===== config.mk =====
export PLATFORM = sky130hd
export DESIGN_NAME = obc_slice_accumulator
export DESIGN_NICKNAME = d
export VERILOG_FILES = /design/src/rtl/obc_dft_pkg.sv /design/src/rtl/obc_slice_shifter.sv /design/src/rtl/obc_slice_accumulator.sv
export SDC_FILE = /design/constraint.sdc
export NUM_CORES = 1
export LEC_CHECK = 0
export ABC_AREA = 1
export CORE_AREA = 2 2 189 191
export CTS_CLUSTER_SIZE = 10
export DETAILED_ROUTE_END_ITERATION = 7
export DIE_AREA = 0 0 191 193
export GPL_ROUTABILITY_DRIVEN = 0
export SETUP_SLACK_MARGIN = 0.1
export SLEW_MARGIN = 20
export SYNTH_ARGS = -nofsm -noshare
export SYNTH_HDL_FRONTEND = slang
export SYNTH_SLANG_ARGS = --single-unit
export TNS_END_PERCENT = 10

===== constraint.sdc =====
create_clock -name clk -period 7.1 [get_ports clk]
set_clock_uncertainty 0.1 [all_clocks]
set_input_delay 0.71 -clock clk [delete_from_list [all_inputs] [get_ports clk]]
set_output_delay 0.71 -clock clk [all_outputs]
set_load 0.01 [all_outputs]

===== src/rtl/obc_dft_pkg.sv =====
// Shared definitions for the OBC DFT datapath: controller states, datapath
// widths and the per-bin OBC offset constants that sibling instances select.
package obc_dft_pkg;

  // Width of the ROM partial sum, the accumulator and the result.
  localparam int ROM_W = 32;
  // Number of DFT points, which is also the number of parallel sample lanes.
  localparam int N_PTS = 16;
  // Slice index width; this covers the largest legal sample width of 16.
  localparam int K_W   = 4;

  typedef enum logic [1:0] {
    ST_IDLE = 2'd0,
    ST_RUN  = 2'd1,
    ST_DONE = 2'd2
  } obc_state_e;

  // OBC offset constant per DFT bin. Each entry is -(sum of that bin's
  // coefficients) * 2^(W-1) in ROM scaling. The ROM generator regenerates
  // this table whenever it changes the coefficient scaling.
  localparam logic signed [ROM_W-1:0] BIN_OFFSET [N_PTS] = '{
    32'sd0, 32'sd0, 32'sd0, 32'sd0, 32'sd0, 32'sd0, 32'sd0, 32'sd0,
    32'sd0, 32'sd0, 32'sd0, 32'sd0, 32'sd0, 32'sd0, 32'sd0, 32'sd0
  };

  // Returns the offset constant for a bin, so an instance can write
  // .OFFSET(bin_offset(4'd3)).
  function automatic logic signed [ROM_W-1:0] bin_offset(input logic [3:0] bin);
    return BIN_OFFSET[bin];
  endfunction

endpackage


===== src/rtl/obc_slice_shifter.sv =====
// Sixteen-lane sample register. Each lane loads in parallel and then shifts
// right, so that bit 0 of every lane always holds the current bit-slice.
module obc_slice_shifter
  import obc_dft_pkg::*;
#(
  parameter int W = 8
) (
  input  logic               clk_i,
  input  logic               rst_i,
  input  logic               load_i,
  input  logic               shift_i,
  input  logic               clear_i,
  input  logic [N_PTS*W-1:0] samples_i,
  output logic [N_PTS-1:0]   slice_x_o
);

  logic [W-1:0] lane_q [N_PTS];

  // Load, shift or clear the lanes. Clearing on the last slice keeps slice_x
  // at zero outside RUN without any output gating.
  always_ff @(posedge clk_i or posedge rst_i) begin
    if (rst_i) begin
      for (int i = 0; i < N_PTS; i++) lane_q[i] <= '0;
    end else if (load_i) begin
      for (int i = 0; i < N_PTS; i++) lane_q[i] <= samples_i[i*W +: W];
    end else if (clear_i) begin
      for (int i = 0; i < N_PTS; i++) lane_q[i] <= '0;
    end else if (shift_i) begin
      for (int i = 0; i < N_PTS; i++) lane_q[i] <= lane_q[i] >> 1;
    end else begin
      for (int i = 0; i < N_PTS; i++) lane_q[i] <= lane_q[i];
    end
  end

  // Bit 0 of each lane forms the slice presented to the ROM stage.
  always_comb begin
    slice_x_o = '0;
    for (int i = 0; i < N_PTS; i++) slice_x_o[i] = lane_q[i][0];
  end

endmodule


===== src/rtl/obc_slice_accumulator.sv =====
// Bit-serial OBC controller. It feeds one bit-slice per cycle (LSB first) to
// the ROM stage and accumulates the returned partial sums weighted by 2^k.
// After the last slice it adds the offset, scales the sum and emits one
// result per frame.
module obc_slice_accumulator
  import obc_dft_pkg::*;
#(
  parameter int                      W         = 8,
  parameter logic signed [ROM_W-1:0] OFFSET    = 32'sd0,
  parameter int                      OUT_SHIFT = 1
) (
  input  logic               clk,
  input  logic               rst,
  input  logic               start,
  input  logic [N_PTS*W-1:0] samples,
  output logic               ready,
  output logic [N_PTS-1:0]   slice_x,
  output logic               slice_m,
  input  logic [ROM_W-1:0]   romout,
  output logic [ROM_W-1:0]   y,
  output logic               y_valid
);

  obc_state_e              state_q;
  logic [K_W-1:0]          k_q;
  logic signed [ROM_W-1:0] acc_q;
  logic signed [ROM_W-1:0] acc_d;
  logic signed [ROM_W-1:0] sum_s;
  logic signed [ROM_W-1:0] y_d;
  logic [ROM_W-1:0]        y_q;
  logic                    y_valid_q;
  logic                    ready_q;
  logic                    slice_m_q;
  logic                    last_s;
  logic                    load_s;
  logic                    shift_s;
  logic                    clear_s;

  // Next accumulator value and result. All arithmetic wraps at 32 bits.
  always_comb begin
    acc_d   = acc_q + ($signed(romout) <<< k_q);
    sum_s   = acc_q + OFFSET;
    y_d     = sum_s >>> OUT_SHIFT;
    last_s  = (k_q == K_W'(W - 1));
    load_s  = (state_q == ST_IDLE) && start;
    shift_s = (state_q == ST_RUN) && !last_s;
    clear_s = (state_q == ST_RUN) && last_s;
  end

  obc_slice_shifter #(
    .W (W)
  ) u_shifter (
    .clk_i     (clk),
    .rst_i     (rst),
    .load_i    (load_s),
    .shift_i   (shift_s),
    .clear_i   (clear_s),
    .samples_i (samples),
    .slice_x_o (slice_x)
  );

  // Frame FSM with its slice counter, accumulator and registered outputs.
  always_ff @(posedge clk or posedge rst) begin
    if (rst) begin
      state_q   <= ST_IDLE;
      k_q       <= '0;
      acc_q     <= '0;
      y_q       <= '0;
      y_valid_q <= 1'b0;
      ready_q   <= 1'b1;
      slice_m_q <= 1'b0;
    end else begin
      y_valid_q <= 1'b0;
      case (state_q)
        ST_IDLE: begin
          slice_m_q <= 1'b0;
          if (start) begin
            state_q <= ST_RUN;
            k_q     <= '0;
            acc_q   <= '0;
            ready_q <= 1'b0;
          end else begin
            ready_q <= 1'b1;
          end
        end
        ST_RUN: begin
          acc_q <= acc_d;
          if (last_s) begin
            state_q   <= ST_DONE;
            k_q       <= '0;
            slice_m_q <= 1'b0;
          end else begin
            k_q       <= k_q + K_W'(1);
            // Raise the mode bit as the counter moves onto the MSB slice.
            slice_m_q <= (k_q == K_W'(W - 2));
          end
        end
        ST_DONE: begin
          y_q       <= y_d;
          y_valid_q <= 1'b1;
          ready_q   <= 1'b1;
          state_q   <= ST_IDLE;
        end
        default: begin
          state_q   <= ST_IDLE;
          k_q       <= '0;
          ready_q   <= 1'b1;
          slice_m_q <= 1'b0;
        end
      endcase
    end
  end

  assign ready   = ready_q;
  assign slice_m = slice_m_q;
  assign y       = y_q;
  assign y_valid = y_valid_q;

endmodule


# Yosys cells after proc, flatten, opt, wreduce, memory -nomap -nowiden
# Index checks and enable logic that the tools add are counted.
[totals]
out_inout_bits = 51
reg_bits = 200
word_cells = 59
input_bits = 163
[classes]
eq_ne = 6
add_sub_neg = 2
muxes = 16
n_reduce_logical = 10
shift = 1
n_bitwise = 1
[op_table]
columns = ["op", "count"]
rows = [
  ["two-way mux 128 bit", 3],
  ["case mux 32 bit (2 select lines)", 1],
  ["adder 32 bit", 1],
  ["two-way mux 32 bit", 1],
  ["<<< shifter 32 x 4 -> 32 bit", 1],
  ["case mux 4 bit (3 select lines)", 1],
  ["== test 4 x 3 -> 1 bit, second input constant", 2],
  ["two-way mux 4 bit", 2],
  ["AND reduction 2 bit", 3],
  ["adder 4 x 1 -> 4 bit, second input constant", 1],
  ["two-way mux 2 bit", 2],
  ["inequality test 2 bit, second input constant", 2],
  ["case mux 1 bit (2 select lines)", 2],
  ["case mux 2 bit (2 select lines)", 1],
  ["logical AND 1 bit", 3],
  ["two-way mux 1 bit", 3],
  ["nonzero test 3 bit", 1],
  ["== test 2 x 1 -> 1 bit, second input constant", 1],
  ["== test 2 bit, second input constant", 1],
  ["logical NOT 2 bit", 1],
  ["nonzero test 2 bit", 1],
  ["logical NOT 1 bit", 1],
  ["inverter 1 bit", 1],
]

# Depth between registers and ports, before layout
# Gate-level depths: netlist (run 1).
[logic_depth]
depth_word = 6
ltp_mapped = 25
mapped_depth_nobuf = 24

# By module
# A second synthesis (run 1) with hierarchy kept.
[unflattened]
cells_unflattened = 2101
hier_area_um2 = 13402.9
[modules_own_cells]
columns = ["module", "cells_per_inst", "instances", "seq_area_each_um2", "area_each_um2"]
rows = [
  ["obc_slice_shifter", 1107, 1, 3203.1, 7223.2],
  ["obc_slice_accumulator", 994, 1, 1803.0, 6179.7],
]

# Worst setup path after synthesis (run 1)
# OpenSTA, ideal clock, no wires.
[synth_timing]
path_kind = "register -> register"
from = "register k_q[1]"
to = "register acc_q[16]"
t_arrival_ns = 2.498
stages_incl_launch_ff = 19
required_time_ns = 6.874
period_less_slack_ns = 2.724
n_path_buf = 3
setup_time_ns = 0.126
setup_slack_ns = 4.376
cell_sequence = "dfrtp_1 -> buf_4 -> inv_2 -> buf_4 -> buf_2 -> nand2_1 -> nor2_1 -> inv_1 -> nor2_1 -> inv_1 -> fa_1 -> nor2_1 -> nor2_1 -> o21ai_0 -> nand2_1 -> nand2_1 -> nand2_1 -> nand3_1 -> o21ai_0"
[synth_via]
elab_chain_len = 3
[synth_lines]
columns = ["element", "line_no", "rtl"]
rows = [
  ["start: declaration", "obc_slice_accumulator.sv:25", "logic [K_W-1:0] k_q;"],
  ["start signal: assignment", "obc_slice_accumulator.sv:93", "k_q <= k_q + K_W'(1);"],
  ["<<< shifter 32 x 4 -> 32 bit", "obc_slice_accumulator.sv:41", "acc_d = acc_q + ($signed(romout) <<< k_q);"],
  ["adder 32 bit", "obc_slice_accumulator.sv:41", ""],
  ["case mux 32 bit (2 select lines)", "obc_slice_accumulator.sv:74", "case (state_q)"],
  ["end signal: assignment", "obc_slice_accumulator.sv:67", "acc_q <= '0;"],
  ["end signal: assignment", "obc_slice_accumulator.sv:80", "acc_q <= '0;"],
  ["end signal: assignment", "obc_slice_accumulator.sv:87", "acc_q <= acc_d;"],
  ["end: declaration", "obc_slice_accumulator.sv:26", "logic signed [ROM_W-1:0] acc_q;"],
]
# Every way passes these cells.
# A chain may end at the register's enable or synchronous reset.

# Final worst setup path (run 1)
[layout_timing]
from = "register k_q[0]"
to = "register acc_q[13]"
# The elaborated chain is that of the path after synthesis.

==> impl_metrics.json, run 1 <==
{
  "p_leak_nw": 7.222,
  "worstPathMaxFanout": 33,
  "floorplan.initialDensity": 0.3433,
  "die_h_um": 193,
  "timing.critical_path.required_ns": 7.31,
  "fin_nets": 1992,
  "timing_max_transition_violations_final": 0,
  "yosysUniqueCellTypes": 38,
  "synth_fa_ha_area_frac": 0.03606,
  "groute.usage.overall": 0.1952,
  "via_density_per_instance": 5.113,
  "antenna_found_initial": 1,
  "xor_and_xnor_area_share_after_synthesis": 0.002189,
  "area.growth.synth_to_final_pct": 23.58,
  "htreeDepth": 4,
  "crit_arrival_ns": 3.92,
  "antenna_violating_nets_post_route": 0,
  "worstMarginPinSlew_ns": 0.9982,
  "setup_violations": 0,
  "dp_cells": 2237,
  "root_buffer": "clkbuf_16",
  "groute.layer.met3.usage": 0.04670,
  "source_to_sink_clock_delay_at_the_later_pin_of_the_worst_skew_pair_ns": 0.44,
  "fin_tns_setup_ns": 0,
  "cts.repair_timing.setup_buffer_count": 0,
  "cts_inserted_buffers": 17,
  "post_syn_area_sq_um": 12000,
  "tritoncts": "done",
  "routedWlPerCell_um": 15.79,
  "share_of_synthesized_area_occupied_by_flip_flops_and_latches": 0.4170,
  "clkTransAtPathRegs_ns": 0.08,
  "clock_sinks": 200,
  "holdBufCountCts": 0,
  "synth_top_cells_by_area": "dfrtp_1 (41%), nand2_1 (19%), nand3_1 (8.3%), nand4_1 (5.9%), inv_1 (3.6%)",
  "cp_num_buf_inv": 4,
  "critical-path-top-cell-by-count": "nand2_1",
  "timing.critical_path.from_type": "register",
  "drt_pass1_iterations": 6,
  "final.fill_count": 3645,
  "critical-path-slowest-cell": "ha_1",
  "yosys_register_bits": 200,
  "top_level_ports": 214,
  "fmax_ghz": 0.2693,
  "gr-total-overflow": 0,
  "postSynthNetCount": 1861,
  "syn-mean-instance-area_sq_um": 7.214,
  "drt-total-wl_um": 35880,
  "grt_pass1_wl_um": 57370,
  "critical_path.cell_chain": "buf_4 > inv_2 > nand2_1 > nand2_1 > inv_1 > nand2_1 > o21ai_0 > nor2_1 > a31oi_1 > o22ai_1 > ha_1 > nand2_1 > nor2_1 > inv_1 > nor2_1 > nor2_1 > nand2_1 > a21oi_1 > o21ai_0 > o21ai_0",
  "core_region_area_sq_um": 34960,
  "grt.busiest_layer": "met2",
  "grt_start_max_net_pins": 97,
  "area_share_of_and_or_nand_nor_cells_after_synthesis": 0.3646,
  "type_of_the_setup_path_with_the_least_slack": "reg2reg",
  "area_of_the_multi_input_gates_sq_um": 5908,
  "grt_util_met2": 0.3085,
  "slowest_delay_ns": 0.41,
  "outcome": "finished clean",
  "layout_worst_path_cycle_share": 0.5230,
  "end_kind": "register",
  "finalHoldViolCount": 0,
  "core.rowCount": 69,
  "ctsLongestPathBuffers": 2,
  "hold_path_class": "reg2reg",
  "vias": 11617,
  "dominant_combinational_cell_family_by_area_after_synthesis": "simple AND/OR/NAND/NOR gates",
  "pwr_density_cell_nw_per_um2": 553.0,
  "dieWidth_um": 191,
  "kind_of_cell_with_the_highest_combined_delay_on_the_critical_path": "simple AND/OR/NAND/NOR gates",
  "slew_headroom": 0.3345,
  "netlist_instances": 1664,
  "drt_iter0_markers": 876,
  "synth.largest_area_cell": "dfrtp_1",
  "synth-warning-count": 0,
  "detailedPlacementHpwl_um": 25380,
  "cts_repair_resize_count": 0,
  "final-seq-area_sq_um": 5006,
  "vdd_drop_max_v": 0.0002365,
  "global_route.usage.met1": 0.2627,
  "numPortBuffers": 213,
  "final-instance-count-excl-fill": 2272,
  "post_synth_mux_area_share": 0.004169,
  "grt_setup_unrepaired": "no",
  "synth_top_area_share": 0.4148,
  "period_minus_slack_ns": 3.714,
  "post-route-drc-count": 0,
  "post_route_cells_drive_above_1_share": 0.03650,
  "cap_violations": 0,
  "dieArea_sq_um": 36860,
  "area_fraction_in_compound_gates_after_synthesis": 0.08516,
  "first_global_vias": 10930
}
-- metal layers --
metal / share of wire / routed length (um) / vias up
met5: 0 / 0 / -
li1: - / - / 5789
met4: 0.020 / 714 / 0
met1: 0.45 / 15990 / 5445
met2: 0.47 / 16710 / 338
met3: 0.069 / 2467 / 45
-- area by class of cell --
| class | instances | area share |
|---|---|---|
| tap | 461 | 0.03888 |
| clock inverter | 13 | 0.01215 |
| sequential | 200 | 0.3375 |
| inverter | 126 | 0.03256 |
| multi-input combinational | 1224 | 0.3983 |
| timing repair buffer | 226 | 0.1503 |
| clock buffer | 19 | 0.02986 |
| antenna | 3 | 0.0005061 |
-- path summary, 6_finish.rpt --
path	from	end	slack (ns)	cells after the start
worst max-delay path	k_q[0]	acc_q[13]	3.39	20
min in group asynchronous	rst	u_shifter.lane_q[59]	0.68	2
worst min-delay path	y[26]	y[26]	0.38	2
worst min register to register	y[26]	y[26]	0.38	2
worst max register to register	k_q[0]	acc_q[13]	3.39	20
max in group asynchronous	rst	u_shifter.lane_q[83]	4.90	3
-- placed cells by master, fill, tap and decap left out, types with 12 or more instances in the layout --
cell / n
inv_1: 115
nor2_1: 62
a21oi_1: 43
a22o_1: 17
nand2_1: 606
nand3_1: 200
dfrtp_1: 199
o21ai_0: 72
clkdlybuf4s50_1: 213
clkbuf_16: 17
ha_1: 33
o22ai_1: 12
nand4_1: 113
o21ai_1: 18
buf_4: 13
-- power breakdown --
part,leakage (nW),switching (mW),total (mW),internal (mW)
Sequential,2.52,0.334,1.99,1.65
Clock,0.305,0.485,1.03,0.548
Combinational,4.40,3.35,5.18,1.83
Total,7.22,4.17,8.20,4.03
-- cells by family (layout without fill, tap and decap cells) --
family	count (synthesis)	after routing
DFF	200	200
buffers and inverters	240	384
xor gates and xnor gates	3	3
and+or+nand+nor	1002	1002
other	0	3
AOI/OAI and AO/OA	180	180
muxes	5	5
adders and majority gates	34	34
-- Yosys cell counts, drive strengths merged --
library cell and number:
ha 33, buf 87, nand2 609, or2 1, o21bai 7, a21oi 43, nor2 67, fa 1
a31oi 6, mux2i 5, inv 126, nor3 5, nand4 113, o22ai 12, a32o 1, and3 1
dfrtp 199, clkbuf 27, dfstp 1, xor2 3, o21ai 92, and2 2, nand3 200, a22oi 1
a21o 1, a22o 17, nor4 1, nand3b 3
-- registers in the layout (all words and copies together), names as in the netlist --
register             count
y_valid                  1
k_q                      4
slice_m                  1
u_shifter.slice_x_o     16
ready                    1
state_q                  2
y                       31
u_shifter.lane_q       112
acc_q                   32
-- worst register-to-register path, cell delays in order, from the launching register on --
cell	delay [ns]
dfrtp_1	0.33
buf_4	0.31
inv_2	0.33
nand2_1	0.13
nand2_1	0.08
inv_1	0.06
nand2_1	0.04
o21ai_0	0.11
nor2_1	0.07
a31oi_1	0.29
o22ai_1	0.14
ha_1	0.41
nand2_1	0.15
nor2_1	0.22
inv_1	0.09
nor2_1	0.11
nor2_1	0.04
nand2_1	0.18
a21oi_1	0.09
o21ai_0	0.17
o21ai_0	0.14
-- per-stage QoR --
stage | hold WS, ns | area, sq um | power, mW | setup slack (ns) | util
after floorplan | 0.3659 | 12000 | 5.720 | 0.8376 | -
after global placement | 0.3649 | 14200 | 7.084 | 3.323 | 0.4062
after detailed placement | 0.3651 | 14200 | 7.148 | 3.320 | 0.4062
after CTS | 0.3836 | 14830 | 8.212 | 3.407 | 0.4240
after global routing | 0.3992 | 14830 | 9.053 | 2.976 | 0.4240
final | 0.3759 | 14830 | 8.203 | 3.386 | 0.4243
Note: power is estimated with default switching activity, not from simulation.
==> run 2: changes to the inputs <==
Clock period 7.1 ns to 3.86 ns, I/O delays scaled along.
==> run 2 against run 1 <==
  * Core utilization increased by 0.38 points
  * Sequential share of layout area decreased by 0.30 points
  * First-iteration DRC count increased by 9.6%
  * Critical path type unchanged
  * Critical path depth decreased by 3
  * Sequential cell count unchanged
  * Register-to-register slack got worse by 2.9 ns
  * Fmax increased by 12%
  * Total power increased by 85%
  * Die area unchanged
  * Largest power group unchanged
==> impl_metrics.json, run 2 (same netlist as run 1, synthesis figures left out) <==
{
  "core_region_area_sq_um": 34960,
  "power.share.combinational": 0.639,
  "worstMarginPinSlew_ns": 0.8320,
  "groute.layer.met3.usage": 0.03819,
  "ctsLongestPathBuffers": 2,
  "sequentialPowerShare": 0.237,
  "fin_tns_setup_ns": 0,
  "groute.usage.overall": 0.1965,
  "finalHoldViolCount": 0,
  "fin_nets": 2000,
  "numPortBuffers": 213,
  "gr-total-overflow": 0,
  "final.hold.worst_slack_ns": 0.1852,
  "pwr_density_cell_nw_per_um2": 1013,
  "p_switching_mw": 7.705,
  "postLayoutCoreUtil": 0.4280,
  "grt.busiest_layer": "met2",
  "root_buffer": "clkbuf_16",
  "worst_r2r_startpoint": "k_q[0]",
  "worstPathMaxFanout": 33,
  "regToRegSetupSlack_ns": 0.53,
  "global_route.usage.met1": 0.2677,
  "clkTransAtPathRegs_ns": 0.08,
  "holdBufCountCts": 0,
  "final.fill_count": 3584,
  "critical_path.reg2reg.endpoint": "acc_q[13]",
  "critical_path.cell_chain": "inv_2 > nand2_1 > nand3_1 > o21ai_1 > o21ai_0 > nand2_1 > o21ai_0 > ha_1 > nand2_1 > nor2_1 > inv_1 > nor2_1 > nor2_1 > nand2_1 > a21oi_1 > o21ai_0 > o21ai_0",
  "grt_start_max_net_pins": 118,
  "kind_of_cell_with_the_highest_combined_delay_on_the_critical_path": "simple AND/OR/NAND/NOR gates",
  "fmax_ghz": 0.3007,
  "power.internal_mw": 7.459,
  "source_to_sink_clock_delay_at_the_later_pin_of_the_worst_skew_pair_ns": 0.44,
  "top_level_ports": 214,
  "cts.repair_timing.setup_buffer_count": 0,
  "critical-path-slowest-cell": "inv_2",
  "largest_reg_flops": 112,
  "vdd_drop_max_v": 0.0004215,
  "clock_sinks": 200,
  "type_of_the_setup_path_with_the_least_slack": "reg2reg",
  "share_clk_of_total_power": 0.124,
  "regMostFlops": "u_shifter.lane_q",
  "routedWlPerCell_um": 15.81,
  "dieWidth_um": 191,
  "end_kind": "register",
  "layout_worst_path_cycle_share": 0.8615,
  "timing.critical_path.from_type": "register",
  "post_route_cells_drive_above_1_share": 0.04020,
  "first_global_vias": 11274,
  "antenna_found_initial": 1,
  "cap_violations": 0,
  "drt_pass1_iterations": 5,
  "hold_path_class": "in2async",
  "switching_share": 0.5081,
  "cp_num_buf_inv": 2,
  "grt_setup_unrepaired": "no",
  "vias": 11710,
  "timing.critical_path.required_ns": 4.07,
  "totalPowerFinal_mw": 15.16,
  "floorplan.initialDensity": 0.3433,
  "antenna_violating_nets_post_route": 0,
  "via_density_per_instance": 5.143,
  "tritoncts": "done",
  "outcome": "finished clean",
  "post-route-drc-count": 0,
  "timing_max_transition_violations_final": 0,
  "cts_repair_resize_count": 0,
  "core.rowCount": 69,
  "cts_inserted_buffers": 17,
  "area.growth.synth_to_final_pct": 24.67,
  "drt_iter0_markers": 960,
  "antennaDiodeCount": 0,
  "r2r.worst_path.cells": 17,
  "drt-total-wl_um": 36000,
  "setup_violations": 0,
  "slowest_delay_ns": 0.40,
  "htreeDepth": 4,
  "slew_headroom": 0.4453,
  "p_leak_nw": 7.278,
  "die_h_um": 193,
  "grt_util_met2": 0.3201,
  "period_minus_slack_ns": 3.326,
  "commonest_non_fill_non_tap_cell_in_the_layout": "nand2_1",
  "grt_pass1_wl_um": 58230,
  "dieArea_sq_um": 36860,
  "final_cell_mix": "nand2_1 (606), clkdlybuf4s50_1 (213), nand3_1 (200), dfrtp_1 (199), inv_1 (115)",
  "detailedPlacementHpwl_um": 25410,
  "crit_arrival_ns": 3.54
}
==> run 2: worst register-to-register path, delay by kind of cell, from the launching register on <==
| family | cells | cell delay, ns |
|---|---|---|
| buffers and inverters | 2 | 0.52 |
| and+or+nand+nor | 8 | 1.09 |
| AOI/OAI and AO/OA | 6 | 0.86 |
| adders and majority gates | 1 | 0.23 |
| DFF | 1 | 0.39 |
==> run 2: routing by layer <==
metal | up-vias | routed length [um]
li1 | 5794 | -
met1 | 5591 | 16440
met2 | 285 | 16930
met3 | 40 | 1999
met4 | 0 | 634
met5 | - | 0
==> run 2: worst max-delay path by stage <==
stage	from	endpoint	slack, ns	cells after the start
CTS	k_q[0]	acc_q[16]	0.55	17
global route	k_q[0]	acc_q[29]	0.14	21
floorplan	rst	acc_q[0]	0.79	1
finish	k_q[0]	acc_q[13]	0.53	17
detailed placement	romout[1]	acc_q[16]	0.51	17
global placement	romout[1]	acc_q[16]	0.56	17
==> run 2: stage by stage <==
step	cell area (sq um)	setup WS [ns]	cells
floorplan	12010	0.7865	1664
global placement	14330	0.5625	2244
detailed placement	14330	0.5052	2244
CTS	14950	0.5524	2276
global route	14970	0.1425	2277
finish	14970	0.5344	2277
==> run 2: power groups by stage <==
stage	clock network, mW	registers [mW]	logic, mW
floorplan	0	3.55	6.97
global placement	0	3.61	9.46
detailed placement	0	3.62	9.59
CTS	1.95	3.59	9.63
global route	2.01	3.71	11.0
finish	1.88	3.59	9.69
==> run 2: layout make-up <==
type / instances / area [sq um] / area share
clock inverters: 13 / 185.2 / 0.01237
repair buffers: 234 / 2377 / 0.1588
multi-input cells: 1224 / 5908 / 0.3948
well taps: 461 / 576.8 / 0.03854
inverters: 126 / 479.2 / 0.03202
clock buffers: 19 / 432.9 / 0.02893
flip-flops and latches: 200 / 5006 / 0.3345
